<file path="config.mk">
export PLATFORM = sky130hd
export DESIGN_NAME = score_keeper
export DESIGN_NICKNAME = d
export VERILOG_FILES = /design/src/rtl/score_keeper_pkg.sv /design/src/rtl/score_keeper_bcd2_counter.sv /design/src/rtl/score_keeper.sv
export SDC_FILE = /design/constraint.sdc
export NUM_CORES = 1
export LEC_CHECK = 0
export ABC_AREA = 1
export CORE_MARGIN = 2
export CORE_UTILIZATION = 40
export DETAILED_ROUTE_END_ITERATION = 6
export DONT_BUFFER_PORTS = 1
export PLACE_DENSITY_LB_ADDON = 0.05
export SYNTH_ARGS = -nofsm -noshare
export SYNTH_HDL_FRONTEND = slang
export SYNTH_SLANG_ARGS = --single-unit
</file>
<file path="constraint.sdc">
create_clock -name clk -period 6.5 [get_ports clk]
set_input_delay 0.975 -clock clk [delete_from_list [all_inputs] [get_ports clk]]
set_output_delay 0.975 -clock clk [all_outputs]
set_load 0.02 [all_outputs]
</file>
<file path="src/rtl/score_keeper_pkg.sv">
// rtl/score_keeper_pkg.sv - shared types and constants for the score keeper
package score_keeper_pkg;

   typedef enum logic [1:0] {
      ST_PLAY  = 2'd0,
      ST_DRAIN = 2'd1,
      ST_OVER  = 2'd2
   } state_e;

   typedef logic [3:0] bcd_t;

   localparam int unsigned PTS_NORMAL     = 1;
   localparam int unsigned PTS_GOLD       = 3;
   localparam int unsigned COMBO_BONUS_AT = 5;
   localparam int unsigned COMBO_SAT      = 7;
   localparam int unsigned SCORE_SAT      = 99;
   localparam logic [3:0]  PENDING_SAT    = 4'd15;

   // Packs a 0..99 decimal value as {tens, ones} BCD.
   function automatic logic [7:0] to_bcd(input int unsigned v);
      return {4'(v / 10), 4'(v % 10)};
   endfunction

endpackage

</file>
<file path="src/rtl/score_keeper_bcd2_counter.sv">
// rtl/score_keeper_bcd2_counter.sv - two-digit BCD incrementer saturating at MAX_VAL
module bcd2_counter
   import score_keeper_pkg::*;
#(
   parameter int unsigned MAX_VAL = SCORE_SAT
) (
   input  logic clk,
   input  logic reset,
   input  logic clear,
   input  logic inc,
   output bcd_t tens,
   output bcd_t ones
);

   localparam logic [7:0] MAX_BCD = to_bcd(MAX_VAL);

   bcd_t tens_q, tens_d;
   bcd_t ones_q, ones_d;

   // Next value: clear wins, otherwise step by one with ones->tens carry, holding at the ceiling.
   always_comb begin
      tens_d = tens_q;
      ones_d = ones_q;
      if (clear) begin
         tens_d = 4'd0;
         ones_d = 4'd0;
      end else if (inc && ({tens_q, ones_q} != MAX_BCD)) begin
         if (ones_q == 4'd9) begin
            ones_d = 4'd0;
            tens_d = tens_q + 4'd1;
         end else begin
            ones_d = ones_q + 4'd1;
         end
      end
   end

   // Digit registers.
   always_ff @(posedge clk) begin
      if (reset) begin
         tens_q <= 4'd0;
         ones_q <= 4'd0;
      end else begin
         tens_q <= tens_d;
         ones_q <= ones_d;
      end
   end

   assign tens = tens_q;
   assign ones = ones_q;

endmodule

</file>
<file path="src/rtl/score_keeper.sv">
// rtl/score_keeper.sv - BCD score accumulator with combo bonus, high score and game sequencing
module score_keeper
   import score_keeper_pkg::*;
#(
   parameter int unsigned NORMAL_PTS = PTS_NORMAL,
   parameter int unsigned GOLD_PTS   = PTS_GOLD,
   parameter int unsigned BONUS_AT   = COMBO_BONUS_AT,
   parameter int unsigned COMBO_MAX  = COMBO_SAT,
   parameter int unsigned SCORE_MAX  = SCORE_SAT
) (
   input  logic       clk,
   input  logic       reset,
   input  logic       start,
   input  logic       time_up,
   input  logic       catch_evt,
   input  logic       miss_evt,
   input  logic       coin_type,
   output logic [3:0] score_tens,
   output logic [3:0] score_ones,
   output logic [3:0] hi_tens,
   output logic [3:0] hi_ones,
   output logic [2:0] combo,
   output logic       busy,
   output logic       game_over,
   output logic       new_record
);

   state_e     state_q, state_d;
   logic [2:0] combo_q, combo_d;
   logic [3:0] pending_q, pending_d;
   bcd_t       hi_tens_q, hi_tens_d;
   bcd_t       hi_ones_q, hi_ones_d;
   logic       new_record_q, new_record_d;
   logic       score_clear;
   bcd_t       sc_tens, sc_ones;

   logic       in_play, take_catch, take_miss, draining, bonus;
   logic [2:0] combo_nx;
   logic [4:0] base_pts, pts, pend_sum;
   logic [3:0] pending_nx;

   // Score digits; the increment engine feeds one point per cycle from pending.
   bcd2_counter #(.MAX_VAL(SCORE_MAX)) u_score (
      .clk   (clk),
      .reset (reset),
      .clear (score_clear),
      .inc   (draining),
      .tens  (sc_tens),
      .ones  (sc_ones)
   );

   // Event qualification and point arithmetic; a simultaneous miss forfeits the bonus.
   always_comb begin
      in_play    = (state_q == ST_PLAY);
      take_catch = in_play && catch_evt;
      take_miss  = in_play && miss_evt;
      draining   = (pending_q != 4'd0);
      combo_nx   = (combo_q >= 3'(COMBO_MAX)) ? 3'(COMBO_MAX) : combo_q + 3'd1;
      base_pts   = coin_type ? 5'(GOLD_PTS) : 5'(NORMAL_PTS);
      bonus      = (combo_nx >= 3'(BONUS_AT)) && !miss_evt;
      pts        = take_catch ? base_pts + {4'd0, bonus} : 5'd0;
      pend_sum   = {1'b0, pending_q} + pts - {4'd0, draining};
      pending_nx = (pend_sum > {1'b0, PENDING_SAT}) ? PENDING_SAT : pend_sum[3:0];
   end

   // Game sequencing: PLAY accepts events, DRAIN flushes pending, OVER waits for start.
   always_comb begin
      state_d      = state_q;
      combo_d      = combo_q;
      pending_d    = pending_nx;
      hi_tens_d    = hi_tens_q;
      hi_ones_d    = hi_ones_q;
      new_record_d = new_record_q;
      score_clear  = 1'b0;
      case (state_q)
         ST_PLAY: begin
            if (take_miss) begin
               combo_d = 3'd0;
            end else if (take_catch) begin
               combo_d = combo_nx;
            end
            if (time_up) begin
               state_d = ST_DRAIN;
            end
         end
         ST_DRAIN: begin
            if (!draining) begin
               state_d = ST_OVER;
               if ({sc_tens, sc_ones} > {hi_tens_q, hi_ones_q}) begin
                  hi_tens_d    = sc_tens;
                  hi_ones_d    = sc_ones;
                  new_record_d = 1'b1;
               end else begin
                  new_record_d = 1'b0;
               end
            end
         end
         ST_OVER: begin
            if (start && !time_up) begin
               state_d      = ST_PLAY;
               combo_d      = 3'd0;
               pending_d    = 4'd0;
               new_record_d = 1'b0;
               score_clear  = 1'b1;
            end
         end
         default: begin
            state_d = ST_PLAY;
         end
      endcase
   end

   // State, combo, pending and high-score registers.
   always_ff @(posedge clk) begin
      if (reset) begin
         state_q      <= ST_PLAY;
         combo_q      <= 3'd0;
         pending_q    <= 4'd0;
         hi_tens_q    <= 4'd0;
         hi_ones_q    <= 4'd0;
         new_record_q <= 1'b0;
      end else begin
         state_q      <= state_d;
         combo_q      <= combo_d;
         pending_q    <= pending_d;
         hi_tens_q    <= hi_tens_d;
         hi_ones_q    <= hi_ones_d;
         new_record_q <= new_record_d;
      end
   end

   assign score_tens = sc_tens;
   assign score_ones = sc_ones;
   assign hi_tens    = hi_tens_q;
   assign hi_ones    = hi_ones_q;
   assign combo      = combo_q;
   assign busy       = draining;
   assign game_over  = (state_q == ST_OVER);
   assign new_record = new_record_q;

endmodule

</file>
### Word level (Yosys, flattened, before mapping)

Index checks and enable logic that the tools add are counted.

* reduce and logical (&&, ||, !) cells: 17
* equal/unequal tests: 8
* shift-type cells: 0
* multipliers: 0
* bitwise gates (word level): 1
* multiplexer cells: 21
* $lt $le $gt $ge: 4
* $add $sub $neg: 6
* divide/modulo/power cells: 0

Operators with widths (count)
* two-way mux 4 bit: 4
* two-way mux 3 bit: 5
* AND reduction 3 bit: 4
* adder 4 x 1 -> 4 bit (second input constant): 2
* greater-than comparator 8 bit: 1
* two-way mux 2 bit: 4
* != test 8 bit (second input constant): 1
* greater-or-equal comparator 3 bit (second input constant): 2
* one-hot mux 2 bit (3 select lines): 1
* one-hot mux 3 bit (2 select lines): 1
* adder 4 x 3 -> 5 bit: 1
* greater-than comparator 5 x 4 -> 1 bit (second input constant): 1
* logical AND 1 bit: 5
* two-way mux 1 bit: 5
* subtractor 5 x 1 -> 5 bit: 1
* == test 4 bit (second input constant): 1
* != test 2 bit (second input constant): 2
* nonzero test 2 bit: 2
* nonzero test 4 bit: 1
* adder 2 x 1 -> 3 bit: 1
* adder 3 x 1 -> 3 bit (second input constant): 1
* != test 3 x 1 -> 1 bit (second input constant): 1
* == test 2 x 1 -> 1 bit (second input constant): 1
* == test 2 bit (second input constant): 1
* 7 further kinds: 8

* ROM bits: 0
* memories: 0
* bits in latches: 0
* output and inout port bits: 22
* bits of input ports: 7
* register bits after elaboration: 26
* logic and storage cells: 65
* RAM bits: 0

### Longest topological paths before layout

Gate-level depths: netlist of the first run.

* depth after elaboration: 12
* mapped depth: 19
* mapped depth without buffers: 19

### Hierarchy

From an unflattened synthesis of the first run, not the netlist that was laid out.

* cell total of the unflattened synthesis: 243
* area, all modules: 1674.1 µm²

By module, submodules not included
* score_keeper: cells an instance 188, area an instance 1278.7 µm², times used 1
* bcd2_counter: cells an instance 55, area an instance 395.4 µm², times used 1

### Least setup slack after synthesis of the first run

OpenSTA, ideal clock, no wires.

* path kind: flip-flop to flip-flop
* start: reg combo_q[0] (netlist: combo[0])
* end: reg pending_q[0]
* setup slack: 3.307 ns
* cell stages (with the launch flop): 17
* arrival time: 3.137 ns
* period minus slack after synthesis: 3.193 ns
* cell sequence: dfxtp_1 -> inv_1 -> ha_1 -> or2_2 -> nor3_1 -> nor2_1 -> ha_1 -> nand2_1 -> ha_1 -> inv_1 -> fa_1 -> a21oi_1 -> o21bai_1 -> or2_2 -> nand3_1 -> nand2_1 -> inv_1

* word-level cells in the longest chain between the ends: 12
* elaborated cells on any way between the ends: 13

RTL lines
* start: declaration: line score_keeper.sv:29 `logic [2:0] combo_q, combo_d;`
* start signal: assignment: line score_keeper.sv:124 `combo_q <= combo_d;`
* adder 3 x 1 -> 3 bit or greater-or-equal comparator 3 bit (tied branches): line score_keeper.sv:58 `combo_nx = (combo_q >= 3'(COMBO_MAX)) ? 3'(COMBO_MAX) : combo_q + 3'd1;`
* two-way mux 3 bit (*): line score_keeper.sv:58
* greater-or-equal comparator 3 bit (*): line score_keeper.sv:60 `bonus = (combo_nx >= 3'(BONUS_AT)) && !miss_evt;`
* logical AND 1 bit (*): line score_keeper.sv:60
* adder 2 x 1 -> 3 bit (*): line score_keeper.sv:61 `pts = take_catch ? base_pts + {4'd0, bonus} : 5'd0;`
* two-way mux 3 bit (*): line score_keeper.sv:61
* adder 4 x 3 -> 5 bit (*): line score_keeper.sv:62 `pend_sum = {1'b0, pending_q} + pts - {4'd0, draining};`
* subtractor 5 x 1 -> 5 bit (*): line score_keeper.sv:62
* greater-than comparator 5 x 4 -> 1 bit: line score_keeper.sv:63 `pending_nx = (pend_sum > {1'b0, PENDING_SAT}) ? PENDING_SAT : pend_sum[3:0];`
* two-way mux 4 bit (*): line score_keeper.sv:63
* two-way mux 4 bit: line score_keeper.sv:99 `if (start && !time_up) begin`
* two-way mux 4 bit (*): line score_keeper.sv:75 `case (state_q)`
* end signal: assignment: line score_keeper.sv:125 `pending_q <= pending_d;`
* end: declaration: line score_keeper.sv:30 `logic [3:0] pending_q, pending_d;`

Mark *: on every way between the ends. The rest lies on a longest branch, timed or not.
A chain may end at the register's enable or synchronous reset.

### Final worst setup path of the first run

Ends and elaborated chain as after synthesis.

==> metrics.txt, run 1 <==
kind of critical path=reg -> reg; CP Capture Point=pending_q[0]; Critical R2R Capture=pending_q[0]; Gates resized, CTS repair=0; grt ovf=0; first-pass GRT wire length=around 5900 um; Final Non-Filler Cells=294; crit end category=flip-flop; area leader, netlist=dfxtp_1; crit path DAT=~3600 ps; Critical Path RT=around 6700 ps; RSZ-0062 raised after global routing=false; DRT Wirelength=3360 um; Core Box Area=roughly 4100 sq um; Slew headroom=approximately 57%; Reg2Reg Depth=16; Fmax achieved=between 0.2 and 0.3 GHz; postcts setup bufs=0; CTS Sinks=26; Final Cycle Share=around 53%; Die W=between 60 and 70 um; Die Area=slightly below 5000 sq um; Power Dens Cells=372 nW/um^2; routability cong.=between 0.7 and 0.8; startpoint of the worst register-to-register path=combo[0]; number of synthesized register bits=26; most frequent cells in the layout=inv_1, nand2_1, dfxtp_1; fillcell total=440; IO buf count=0; GRT Total Usage=about 15%; library cells used by synthesis=28; Die Ht=between 60 and 70 um; fin nets=274; Top Ports=29; CTS Hold Bufs=0; Hold Path Class=reg -> reg; DRC=0; largest net degree at the start of global routing=18; Mapped Cells=243; Hold Vio Cnt, Final=0; Syn-to-layout area delta=3.67%; synthesized cell area=between 1500 and 2000 sq um; crit-path max cell delay=between 500 and 600 ps; outcome=completed; Max Slew Vio Count=0; clk slew on worst S/H paths=around 90 ps; Worst Clk Skew=~3.9 ps; maximum root-to-sink buffer count=2; Synth Warn #=0; Core Rows=23; cell family with the largest share of critical-path delay=adder cells; CTS buffer count=3; setup_tns=0 ps; First-pass DRT Iterations=4; # setup viols final=0; DR vias=around 1,400; worst-skew pair later-pin latency=~270 ps; layout cell share with drive strength beyond 1=approximately 7.8%; worst path buffer plus inverter count=3; Synth top area share=between 20% and 30%; Reg2Reg Setup Slack=~3000 ps; Inst Count DP=290; antenna violations before repair=0; worst IR drop on VDD=0.204 mV; commonest non-fill, non-tap cell in the layout=inv_1; # diodes=0; number of global-route vias before repair=1,295; syn avg cell area=~7 sq um; ranking of synthesized cells by area=dfxtp_1, ha_1, inv_1, nand2_1, a21oi_1; DR WL/cell=approximately 11 um; Worst Max-Slew Pin Slew=about 650 ps; leakage=about 0.88 nW; CP Launch Point=combo[0]; max-cap violations=0; clock root buffer=clkbuf_8; ANT nets after route=0; Mapped Nets=approximately 270; H-Tree Depth=1; CP max FO=5; Initial Util=42.6%; CTS tree=built; DP HPWL=~2600 um; minimum clock period after layout=approximately 3400 ps; worst path cell trace=inv_1 -> ha_1 -> or2_2 -> nor3_1 -> nor2_1 -> ha_1 -> nand2_1 -> ha_1 -> inv_1 -> fa_1 -> a21oi_1 -> o21bai_1 -> or2_2 -> nand3_1 -> nand2_1 -> inv_1; startpoint types=flip-flop; Seq/Total Area, Yosys=between 20% and 30%; DR vias/cell=4.62; CP max stage cell=dfxtp_1; number of cells on the critical path=16; drt first-iter violations=56
==> kinds of logic after synthesis <==
group                    after synthesis  synth area share [%]
AND/OR/NAND/NOR                      102                  26.5
XOR/XNOR                               3                  1.51
flip-flops                            26                  29.9
buffers and inverters                 54                  14.2
AO/OA/AOI/OAI                         36                  11.6
adder cells (fa/ha/maj)               22                  16.2
==> stage by stage <==
stage                     power, mW  worst slack [ps]  instance area, sq um  hold WS (ps)  utilization [%]
after floorplan               0.526              3310                  1740           481                -
after global placement        0.579              3100                  1750           495             42.8
after detailed placement      0.576              3060                  1750           499             42.8
after CTS                     0.682              3030                  1800           513             44.2
after global routing          0.744              2800                  1800           536             44.2
final                         0.672              3080                  1800           513             44.2
==> report_power, final <==
part	switching, mW	internal (mW)	total [mW]	leakage [nW]
registers	0.0443	0.188	0.232	0.212
logic	0.213	0.122	0.334	0.639
clock network	0.0508	0.0541	0.105	0.0288
==> Yosys cell counts (all sizes together) <==
master and instances:
nand3 21, a21oi 25, dfxtp 26, clkbuf 1, o21ai 8, or2 2
buf 2, nor3b 1, xnor2 1, o21bai 1, inv 51, ha 21
o211ai 1, nor3 2, nand2 48, fa 1, nor2 27, nand4 1
xor2 2, a21o 1
==> per-layer routing <==
layer  part of all wire (%)  track usage, %
met1                     51            19.1
met2                     45            25.0
met3                    3.4            2.31
met4                   0.56            3.42
met5                      0               0
==> sequential cells by signal, summed over array words and instances, names as in the netlist <==
name / flops
new_record: 1
hi_tens: 4
state_q: 2
u_score.tens: 4
combo: 3
u_score.ones: 4
hi_ones: 4
pending_q: 4
==> worst min-delay path by stage <==
| stage | from | to | slack (ps) | cells past startpoint |
|---|---|---|---|---|
| after floorplan | state_q[0] | state_q[0] | 480 | 2 |
| after global routing | state_q[0] | state_q[0] | 540 | 2 |
| after detailed placement | state_q[0] | state_q[0] | 500 | 2 |
| after global placement | state_q[0] | state_q[0] | 500 | 2 |
| final | state_q[0] | state_q[0] | 510 | 2 |
| after CTS | state_q[0] | state_q[0] | 510 | 2 |
==> worst reg2reg max path: stages (launching register included) <==
cell      delay [ps]
dfxtp_1          510
inv_1            130
ha_1             300
or2_2            300
nor3_1           210
nor2_1            70
ha_1             270
nand2_1           50
ha_1             270
inv_1             60
fa_1             450
a21oi_1          150
o21bai_1         110
or2_2            310
nand3_1           80
nand2_1           50
inv_1             50
==> area by class of cell <==
cell class | instances | area, sq um | share of cell area (%)
multi-input cells | 163 | 972 | 53.9
well taps | 50 | 62.6 | 3.47
flip-flops and latches | 26 | 520 | 28.8
clock buffers | 4 | 55.1 | 3.05
inverters | 51 | 194 | 10.7
No activity file was read; power rests on OpenSTA's default activity.
==> run 2, diff against run 1 <==
ABC_AREA = 0   (was 1)
clock period = 2.8 ns   (was 6.5 ns; I/O delays follow)
==> metrics.txt, run 2 <==
outcome=completed; largest net degree at the start of global routing=24; Hold Vio Cnt, Final=0; Worst Max-Slew Pin Slew=819 ps; Inst Count DP=241; Primary FF master, synth=dfxtp_1; mux cell area share after synthesis=between 4 and 5%; Core Box Area=about 4000 sq um; Post-synth ARST share=0%; crit path DAT=about 2900 ps; Finished Core Util=a little over 50%; CTS Sinks=26; worst-skew pair later-pin latency=between 200 and 300 ps; ANT nets after route=0; Die Ht=roughly 68 um; First-pass DRT Iterations=4; maximum root-to-sink buffer count=2; Mapped Nets=around 210; Mapped Cells=183; most frequent CP cell=buf_4; Slew headroom=a little under half; area share of xor/xnor cells in the synthesized design=under 10%; most frequent cells after synthesis=dfxtp_1, inv_1, ha_1; Fmax achieved=0.367 GHz; synthesized cell area=between 1500 and 2000 sq um; H-Tree Depth=1; leakage=roughly 0.78 nW; pre-CTS setup slack=-109 ps; syn avg cell area=about 8.9 sq um; # setup viols final=0; hold worst-path end=combo[1]; number of global-route vias before repair=~1,300; global routing usage on met1=16.8%; DRC=0; Critical Path RT=2950 ps; Reg2Reg Setup Slack=80 ps; drt first-iter violations=35; post-synthesis adder-cell area fraction=approximately 17%; crit end category=flip-flop; Hold Path Class=in -> reg; DRT Wirelength=3340 um; GRT Total Usage=between 15 and 20%; Synth top area share=roughly a third; Initial Util=between 40% and 50%; Critical R2R Capture=pending_q[3]; worst IR drop on VDD=0.579 mV; minimum clock period after layout=~2700 ps; Worst Clk Skew=roughly 6.6 ps; HP Start=reset; Power Dens Cells=779 nW/um^2; post-route setup slack=approximately 79 ps; Final Cycle Share=a little over nine tenths; CP max FO=4; IO buf count=0; commonest non-fill, non-tap cell in the layout=dfxtp_1; worst path cell trace=buf_4 -> buf_4 -> a31oi_4 -> a21oi_2 -> nand2b_1 -> ha_1 -> inv_2 -> ha_4 -> fa_2 -> a21o_1 -> a21oi_4 -> xnor2_2 -> a21oi_1; Core Rows=23; startpoint of the worst register-to-register path=combo[0]; worst hold stages=1; largest family of logic cells by synthesized area=simple AND/OR/NAND/NOR gates; CP max stage cell=fa_2; DR vias/cell=between 5 and 6; layout cell share with drive strength beyond 1=between 20% and 30%; cell family with the largest share of critical-path delay=adder cells; clock root buffer=clkbuf_8; met3 usage=4.17%; Die Area=between 4000 and 5000 sq um; DR vias=about 1,300; gr busiest metal=met2; clk slew on worst S/H paths=100 ps; CTS tree=built; number of synthesized register bits=26; first-pass GRT wire length=between 5000 and 6000 um; worst path buffer plus inverter count=3; routability cong.=about 0.74; Seq/Total Area, Yosys=approximately 32%; CTS Hold Bufs=0; kind of critical path=reg -> reg; antenna violations before repair=0; met2 Resource Use GR=28.2%; most frequent cells in the layout=dfxtp_1, inv_1, nand2b_1; # diodes=0; Post-Synth Simple-Gate Area=between 20% and 30%; grt ovf=0; Post-synth EDFFs=0; crit-path max cell delay=380 ps; CTS buffer count=3; Synth Warn #=0; most frequent cell after synthesis=dfxtp_1; area leader, netlist=dfxtp_1; Reg2Reg Depth=13; DR WL/cell=between 10 and 15 um; Syn-to-layout area delta=23.5%; startpoint types=flip-flop; max-cap violations=0; Die W=around 68 um; Max Slew Vio Count=0; ranking of synthesized cells by area=dfxtp_1, ha_1, nand2b_1, inv_1, mux2i_1; Final Non-Filler Cells=250; Synth Area in Compound Gates=12.4%; DP HPWL=2560 um; Top Ports=29; library cells used by synthesis=39; fin nets=230
-- run 2: routing by layer --
layer / vias to the layer above / part of all wire, % / wire length [um]
li1: 652 / - / -
met1: 602 / 43 / 1430
met2: 15 / 52 / 1720
met3: 2 / 4.8 / 160
met4: 0 / 0.63 / 21
met5: - / 0 / 0
-- run 2: cell type report --
class	instances	area [sq um]
Tap cell	50	62.6
Timing Repair Buffer	17	128
Clock buffer	4	66.3
Sequential cell	26	528
Inverter	22	85.1
Multi-Input combinational cell	131	1130
Fill cell	366	1940
-- run 2: kinds of logic after synthesis --
logic type                 Yosys count
xor gates and xnor gates             9
and+or+nand+nor                     62
buffers and inverters               26
AOI/OAI and AO/OA                   30
muxes                                8
DFF                                 26
adders and majority gates           22
-- run 2: worst max path at each step --
| stage | startpoint | cells past startpoint | endpoint |
|---|---|---|---|
| 2_1_floorplan | combo[0] | 13 | pending_q[2] |
| 3_3_place_gp | combo[0] | 14 | pending_q[1] |
| 3_5_place_dp | combo[0] | 13 | pending_q[3] |
| 4_1_cts | combo[1] | 13 | pending_q[3] |
| 5_1_grt | combo[1] | 13 | pending_q[3] |
| 6_report | combo[0] | 13 | pending_q[3] |
-- run 2: stage by stage --
step | power (mW) | TNS (ps) | hold slack [ps] | cell area, sq um
floorplan | 0.976 | 0 | 475 | 1630
global placement | 1.12 | 0 | 488 | 1760
detailed placement | 1.13 | -324 | 491 | 1760
CTS | 1.46 | 0 | 195 | 1920
global route | 1.69 | -7.04 | 194 | 2000
finish | 1.56 | 0 | 208 | 2000
-- run 2: repair_timing --
action / 4_1_cts / 5_1_grt
pin swaps: 10 / 11
endpoints found under the hold margin: 0 / 0
buffers inserted: 4 / 1
setup endpoints to repair: 4 / 4
gates cloned: 0 / 0
resized for setup: 15 / 10
-- run 2: worst register-to-register path, stage by stage, from the launching register on --
cell and delay, ps:
dfxtp_4 370, buf_4 130, buf_4 170, a31oi_4 200, a21oi_2 80, nand2b_1 150
ha_1 290, inv_2 40, ha_4 160, fa_2 380, a21o_1 190, a21oi_4 190
xnor2_2 150, a21oi_1 90
-- run 2: power by group --
part           switching (mW)  internal [mW]
combinational           0.380          0.395
clock                   0.123          0.155
sequential             0.0824          0.423
==> run 3, diff against run 2 <==
CTS_CLUSTER_DIAMETER = 100   (was unset)
SYNTH_HIERARCHICAL = 1   (was unset)
==> metrics.txt, run 3 <==
synthesized cell area=roughly 1600 sq um; CTS Sinks=26; CP max stage cell=fa_2; routability cong.=0.723; area leader, netlist=dfxtp_1; Synth top area share=around a third; # diodes=0; leakage=about 0.77 nW; number of global-route vias before repair=1,310; Core Rows=23; Core Box Area=a little under 4000 sq um; Hold Path Class=in -> reg; Top Ports=29; setup_tns=0 ps; DR vias/cell=5.32; DRT Wirelength=roughly 3800 um; worst IR drop on VDD=approximately 0.44 mV; Initial Util=slightly above 40%; IO buf count=0; # setup viols final=0; Power Dens Cells=703 nW/um^2; Mapped Nets=approximately 210; Worst Max-Slew Pin Slew=roughly 580 ps; CP max FO=4; fin nets=between 200 and 250; most frequent cells after synthesis=dfxtp_1, inv_1, ha_1; antenna violations before repair=0; H-Tree Depth=1; syn avg cell area=between 8 and 9 sq um; layout cell share with drive strength beyond 1=between 20% and 30%; Seq/Total Area, Yosys=a little under a third; GRT Total Usage=16.4%; Worst Clk Skew=roughly 1.8 ps; startpoint types=flip-flop; drt first-iter violations=66; library cells used by synthesis=42; cell family with the largest share of critical-path delay=adder cells; DP HPWL=roughly 2700 um; kind of critical path=reg -> reg; Post-synth EDFFs=0; Reg2Reg Setup Slack=40 ps; most frequent cells in the layout=dfxtp_1, buf_4, inv_1; First-pass DRT Iterations=4; crit-path max cell delay=370 ps; CTS tree=built; DRC=0; Post-synth ARST share=0%; largest net degree at the start of global routing=27; Syn-to-layout area delta=21.0%; Max Slew Vio Count=0; maximum root-to-sink buffer count=2; worst path buffer plus inverter count=1; total power=roughly 1.4 mW; RSZ-0062 raised after global routing=true; clk slew on worst S/H paths=about 90 ps; Primary FF master, synth=dfxtp_1; Final Cycle Share=about 99%; CTS buffer count=3; first-pass GRT wire length=roughly 5800 um; commonest non-fill, non-tap cell in the layout=dfxtp_1; grt ovf=0; ranking of synthesized cells by area=dfxtp_1, ha_1, nand2b_1, mux2i_1, inv_1; DR vias=1,361; number of synthesized register bits=26; Fmax achieved=between 0.3 and 0.4 GHz; crit path DAT=2930 ps; most frequent cell after synthesis=dfxtp_1; worst path cell trace=ha_4 -> ha_4 -> a31oi_4 -> a21oi_2 -> ha_2 -> nand2_2 -> ha_4 -> inv_4 -> fa_2 -> a21o_1 -> a21oi_2 -> xnor2_2 -> o21a_1; outcome=completed; max-cap violations=0; DR WL/cell=~15 um; Die Area=about 4600 sq um; fillcell total=around 400; minimum clock period after layout=2760 ps; Die Ht=68.1 um; ANT nets after route=0; most frequent CP cell=ha_4; Critical Path RT=around 3000 ps; Synth Warn #=6; Mapped Cells=approximately 190; Slew headroom=a little over 60%; clock root buffer=clkbuf_8; Hold Vio Cnt, Final=0; crit end category=flip-flop; worst-skew pair later-pin latency=between 200 and 300 ps; Die W=68.1 um
## run 3: layout make-up
type	instances	area [sq um]	area share (%)
Clock buffer	3	41.3	2.08
Inverter	21	81.3	4.09
Multi-Input combinational cell	135	1120	56.4
Sequential cell	26	523	26.3
Tap cell	50	62.6	3.15
Timing Repair Buffer	21	158	7.93
## run 3: path summary, 6_finish.rpt
check                  start           end  cells after the start
setup / recovery    combo[1]  pending_q[1]                     13
hold / removal         reset      combo[1]                      1
setup reg to reg    combo[1]  pending_q[1]                     13
hold reg to reg   state_q[1]    state_q[0]                      1
## run 3: per-layer routing
metal / vias to the layer above / global-route usage (%) / share of wire [%]
li1: 691 / - / -
met1: 646 / 20.1 / 49
met2: 22 / 28.2 / 46
met3: 2 / 5.10 / 4.8
met4: 0 / 3.75 / 0.58
met5: - / 0 / 0
## run 3: cells by family after synthesis
family                     share of synthesized area [%]
adders and majority gates                           16.5
and+or+nand+nor                                     23.0
buffers and inverters                               6.17
xor gates and xnor gates                            2.13
AOI/OAI and AO/OA                                   15.0
muxes                                               5.49
DFF                                                 31.7
## run 3: power breakdown
group | switching (mW) | leakage, nW | internal [mW] | total, mW
Sequential | 0.0725 | 0.213 | 0.425 | 0.497
Combinational | 0.357 | 0.534 | 0.329 | 0.686
Clock | 0.116 | 0.0216 | 0.0964 | 0.213
## run 3: through the flow
step / instance area [sq um] / setup slack (ps) / hold WS [ps] / std cells / utilization [%]
final: 1990 / 41.4 / 205 / 256 / 50.0
after global routing: 1990 / -45.6 / 186 / 256 / 50.0
after CTS: 1890 / 18.6 / 195 / 254 / 47.5
after detailed placement: 1750 / -66.7 / 487 / 240 / 44.0
after global placement: 1750 / 33.9 / 489 / 240 / 44.0
after floorplan: 1650 / 18.2 / 495 / 186 / -
## run 3: what timing repair did
item	in CTS	in global routing
endpoints found under the setup margin	4	4
hold endpoints to repair	0	0
setup buffers	11	2
pin swaps	4	10
hold buffers	0	0
gates resized for setup	4	15
